==> src/rtl/demux_1_to_16_reg.sv <==
// ---------------------------------------------------------------------------
// demux_1_to_16_reg
//
// Registered 1-to-16 demultiplexer / deserializer. A 1-bit input is steered
// into one of 16 lane slots. The slot comes from the explicit select S
// (auto=0) or from an internal auto-incrementing counter (auto=1). When every
// slot of the current frame has been written at least once, the assembled
// word is published on out together with a one-cycle out_valid pulse.
//
// Lane i of out holds the bit written with target slot i. Passing out back
// through a 16-to-1 mux with the same S returns that bit.
//
// All outputs come straight from registers. No input reaches an output
// combinationally.
// ---------------------------------------------------------------------------
module demux_1_to_16_reg (
   input  logic        clk,
   input  logic        rst,
   input  logic        din,
   input  logic [3:0]  S,
   input  logic        wr_en,
   input  logic        auto,
   input  logic        clear,
   output logic [15:0] out,
   output logic        out_valid,
   output logic [3:0]  slot,
   output logic [15:0] pending
);

   localparam logic [15:0] ALL_SLOTS = 16'hFFFF;

   // Frame state
   logic [15:0] r_shadow;     // bits of the frame being assembled
   logic [15:0] r_pending;    // slots already written in this frame
   logic [3:0]  r_slot;       // auto-mode slot counter

   // Published word
   logic [15:0] r_out;
   logic        r_out_valid;

   // Write-path decode
   logic [3:0]  w_target;     // slot addressed by this write
   logic [15:0] w_onehot;     // onehot(w_target)
   logic [15:0] w_pending_nx; // written mask once this write is counted
   logic [15:0] w_shadow_nx;  // shadow with the target bit replaced by din
   logic        w_write;      // write accepted this cycle (clear wins)
   logic        w_complete;   // this write finishes the frame

   // Decode the target slot and the frame state a write would produce.
   // Rewriting a slot leaves the mask unchanged, so it can never be the
   // write that completes a frame.
   always_comb begin
      w_target     = auto ? r_slot : S;
      w_onehot     = 16'd1 << w_target;
      w_pending_nx = r_pending | w_onehot;
      w_shadow_nx  = (r_shadow & ~w_onehot) | (din ? w_onehot : 16'd0);
      w_write      = wr_en & ~clear;
      w_complete   = w_write & (w_pending_nx == ALL_SLOTS);
   end

   // Frame assembly, completion and abort. clear has priority and drops
   // any write sampled on the same edge. out only changes on completion or
   // reset.
   // NOTE: every register here, the 16-bit shadow included, is cleared by
   // the async reset so a reset discards the partial frame completely.
   always_ff @(posedge clk or posedge rst) begin
      if (rst) begin
         r_shadow    <= '0;
         r_pending   <= '0;
         r_slot      <= '0;
         r_out       <= '0;
         r_out_valid <= 1'b0;
      end else begin
         // NOTE: non-blocking default. A later assignment in this block
         // overrides it, so out_valid only stays high on a completion edge.
         r_out_valid <= 1'b0;

         if (clear) begin
            r_shadow  <= '0;
            r_pending <= '0;
            r_slot    <= '0;
         end else if (w_complete) begin
            r_out       <= w_shadow_nx;
            r_out_valid <= 1'b1;
            r_shadow    <= '0;
            r_pending   <= '0;
            r_slot      <= '0;
         end else if (w_write) begin
            r_shadow  <= w_shadow_nx;
            r_pending <= w_pending_nx;
            if (auto) begin
               r_slot <= r_slot + 4'd1;   // wraps 15 -> 0 naturally
            end
         end
      end
   end

   assign out       = r_out;
   assign out_valid = r_out_valid;
   assign slot      = r_slot;
   assign pending   = r_pending;

endmodule

==> config.mk <==
export PLATFORM = sky130hd
export DESIGN_NAME = demux_1_to_16_reg
export DESIGN_NICKNAME = d
export VERILOG_FILES = /design/src/rtl/demux_1_to_16_reg.sv
export SDC_FILE = /design/constraint.sdc
export NUM_CORES = 1
export LEC_CHECK = 0
export ABC_AREA = 1
export BUFFER_PORTS_ARGS = -buffer_cell sky130_fd_sc_hd__buf_4
export CORE_ASPECT_RATIO = 1.5
export CORE_MARGIN = 2
export CORE_UTILIZATION = 35
export CTS_BUF_LIST = sky130_fd_sc_hd__clkbuf_8
export CTS_CLUSTER_DIAMETER = 80
export DETAILED_ROUTE_END_ITERATION = 8
export HOLD_SLACK_MARGIN = 0.05
export PLACE_DENSITY = 0.61
export SETUP_SLACK_MARGIN = 0.1
export SLEW_MARGIN = 20
export SYNTH_ARGS = -nofsm -noshare
export SYNTH_HDL_FRONTEND = slang
export SYNTH_SLANG_ARGS = --single-unit
==> constraint.sdc <==
create_clock -name clk -period 2.8 [get_ports clk]
set_input_delay 0.42 -clock clk [delete_from_list [all_inputs] [get_ports clk]]
set_output_delay 0.42 -clock clk [all_outputs]
set_load 0.1 [all_outputs]
==> flow_metrics.env <==
export IMPL_status="complete, no violations"
export IMPL_track_usage=0.162
export IMPL_crit_start="slot[0]$_DFFE_PP0P_"
export IMPL_required_ns=3.01
export IMPL_coreArea_mm2=0.00801
export IMPL_cts_made_buffers=5
export IMPL_final_cell_area_mm2=0.00340
export IMPL_hold_slack_ns=0.0716
export IMPL_endpoint_kind="flip-flop"
export IMPL_die_area_mm2=0.00899
export IMPL_vdd_drop_max_v=0.000212
export IMPL_clk_path_buf_depth=2
export IMPL_clock_sinks=53
export IMPL_dp_hpwl_mm=5.09
export IMPL_synth_cell_types=25
export IMPL_place_gp_congestion=0.845
export IMPL_synth_area_mm2=0.00288
export IMPL_synth_top_family_by_area="simple AND/OR/NAND/NOR gates"
export IMPL_h_tree_depth=2
export IMPL_fill_cells=838
export IMPL_drc=0
export IMPL_syn2layout_area_growth_pct=17.9
export IMPL_synth_seq_cells=53
export IMPL_setup_worst_path_class="flip-flop to flip-flop"
export IMPL_post_cts_buffers=0
export IMPL_critPathBufInv=1
export IMPL_cpPeakStageDelay_ns=0.48
export IMPL_insertion_delay_ns=0.32
export IMPL_rr_startpoint="slot[0]$_DFFE_PP0P_"
export IMPL_startpoint_type="flip-flop"
export IMPL_drt_initial_drc_count=78
export IMPL_setup_violations=0
export IMPL_fin_cells=494
export IMPL_drive_gt1_frac=0.288
export IMPL_placed_area_mm2=0.00330
export IMPL_start_util=0.360
export IMPL_critical_path_top_delay_family="simple AND/OR/NAND/NOR gates"
export IMPL_cpMostUsedCell="nand2_1"
export IMPL_worstMarginPinSlew_ns=0.546
export IMPL_cts_repair_resized=0
export IMPL_die_w_um=78.1
export IMPL_first_pass_iters=4
export IMPL_clock_skew_ns=0.00930
export IMPL_cellPowerDensity_mw_per_mm2=493
export IMPL_cap_violations=0
export IMPL_grt_pass1_wl_mm=11.4
export IMPL_ant_nets=0
export IMPL_finalNetCount=399
export IMPL_synthCells=344
export IMPL_hold_path_class="primary input to async pin"
export IMPL_syn_avg_cell_area_um2=8.38
export IMPL_finalHoldViolations=0
export IMPL_worstPathMaxFanout=37
export IMPL_die_height_um=115
export IMPL_synth_adder_area_share=0.00434
export IMPL_post_route_util=0.424
export IMPL_ys_seq_area_frac=0.460
export IMPL_crit_slowest_cell="dfrtp_1"
export IMPL_io_buffers=46
export IMPL_synth_fp_nets=355
export IMPL_rows=40
export IMPL_vias=2382
export IMPL_period_share=0.814
export IMPL_synth_compound_area_share=0.106
export IMPL_dpl_cell_count=486
export IMPL_diodes=0
export IMPL_fin_crit_ns=2.28
export IMPL_synthXorXnorAreaFrac=0.00608
export IMPL_clk_pin_slew_ns=0.11
export IMPL_synth_simple_area_share=0.339
export IMPL_grt_max_degree=38
export IMPL_cts_root_buf="clkbuf_8"
export IMPL_routed_wl_mm=6.96
export IMPL_crit_chain="inv_1 -> nand2_1 -> nand2_2 -> nor2_2 -> nand3_1 -> nand2_1 -> nand2_1 -> nor2_1 -> nand2_1 -> nor2_4 -> nand2_4 -> nand2_1 -> o21ai_2"
export IMPL_cts_hold_buf=0
export IMPL_max_freq_mhz=439
export IMPL_detail_route_vias_per_cell=4.82
export IMPL_antenna_found_initial=0
export IMPL_cts_tree="yes"
export IMPL_crit_arrival_ns=2.49
export IMPL_wire_per_inst_um=14.1
export IMPL_io_pins=47
export IMPL_relSlewSlack=0.636
export IMPL_rsz0062_at_grt="false"
export IMPL_grt_pass1_vias=2289
export IMPL_leakage_nw=1.73
export IMPL_grt_overflow_total=0
export IMPL_synth_warnings=0
export IMPL_synth_mux_area_frac=0
export IMPL_slew_viol_final=0
export IMPL_fin_setup_tns_ns=0
[worst paths after layout]
path | to | slack, ns | depth (start not counted)
worst max-delay path | out[15]$_DFFE_PP0P_ | 0.52 | 13
worst min-delay path | out[1]$_DFFE_PP0P_ | 0.07 | 2
worst max register to register | out[15]$_DFFE_PP0P_ | 0.52 | 13
worst min register to register | out[0]$_DFFE_PP0P_ | 0.50 | 2
max in group asynchronous | pending[13]$_DFFE_PP0P_ | 2.10 | 3
min in group clk | slot[0]$_DFFE_PP0P_ | 0.46 | 4
[flip-flops by register name, summed over array words and instances, names as in the netlist]
register   flops
pending       16
out_valid      1
out           16
r_shadow      16
slot           4
[placed cells by master (no fill, tap or decap), types with 2 or more instances in the layout]
master	instances
nand2_1	66
buf_4	53
dfrtp_1	53
nand3_1	47
inv_1	28
nor2_1	25
o21ai_0	17
a21oi_1	16
o21ai_2	16
nand3b_1	15
nand2_2	13
nand2_4	9
nand4_1	5
clkbuf_8	5
nor2_4	4
inv_2	4
nor2_2	3
inv_6	2
clkinv_1	2
[worst register-to-register path, stage by stage, from the launching register on]
cell,delay [ns]
dfrtp_1,0.48
inv_1,0.06
nand2_1,0.07
nand2_2,0.08
nor2_2,0.15
nand3_1,0.19
nand2_1,0.12
nand2_1,0.06
nor2_1,0.13
nand2_1,0.12
nor2_4,0.14
nand2_4,0.30
nand2_1,0.20
o21ai_2,0.06
[layout make-up]
| class | count | area (um^2) | area share |
|---|---|---|---|
| sequential | 53 | 1330 | 0.390 |
| multi-input combinational | 240 | 1310 | 0.386 |
| timing repair buffer | 53 | 398 | 0.117 |
| inverter | 35 | 136 | 0.0401 |
| tap | 105 | 131 | 0.0387 |
| clock buffer | 5 | 68.8 | 0.0203 |
| clock inverter | 3 | 25.0 | 0.00736 |
[kinds of logic after synthesis]
kind of cell               after synthesis
DFF                                     53
adders and majority gates                1
xor gates and xnor gates                 2
AOI/OAI and AO/OA                       49
and+or+nand+nor                        188
buffers and inverters                   51
[stage by stage]
step / setup WS [ns] / total power (W)
floorplan: 0.327 / 0.00113
CTS: 0.497 / 0.00170
detailed placement: 0.391 / 0.00123
global placement: 0.413 / 0.00123
global route: 0.251 / 0.00175
finish: 0.520 / 0.00168
[power by group]
part           internal [W]  switching (W)
logic             0.0000955       0.000307
clock network      0.000181       0.000281
registers          0.000789      0.0000217
total               0.00107       0.000610
[synthesized netlist by cell type (all sizes together)]
cell type,instances,area share
xnor2,1,0.0030
nand2,88,0.15
xor2,1,0.0030
dfrtp,53,0.46
inv,33,0.045
nand3b,15,0.039
ha,1,0.0043
nor2,32,0.055
o21ai,33,0.078
nand4,5,0.011
a21oi,16,0.028
clkinv,2,0.0026
buf,8,0.026
nand3,48,0.085
clkbuf,8,0.010
[metal layers]
layer	vias up	wire length (um)	GRT usage
met5	-	0	0
met1	1112	2870	0.197
met3	10	296	0.0283
met2	57	3640	0.284
met4	0	160	0.0678
li1	1203	-	-
Note: power is estimated with default switching activity, not from simulation.
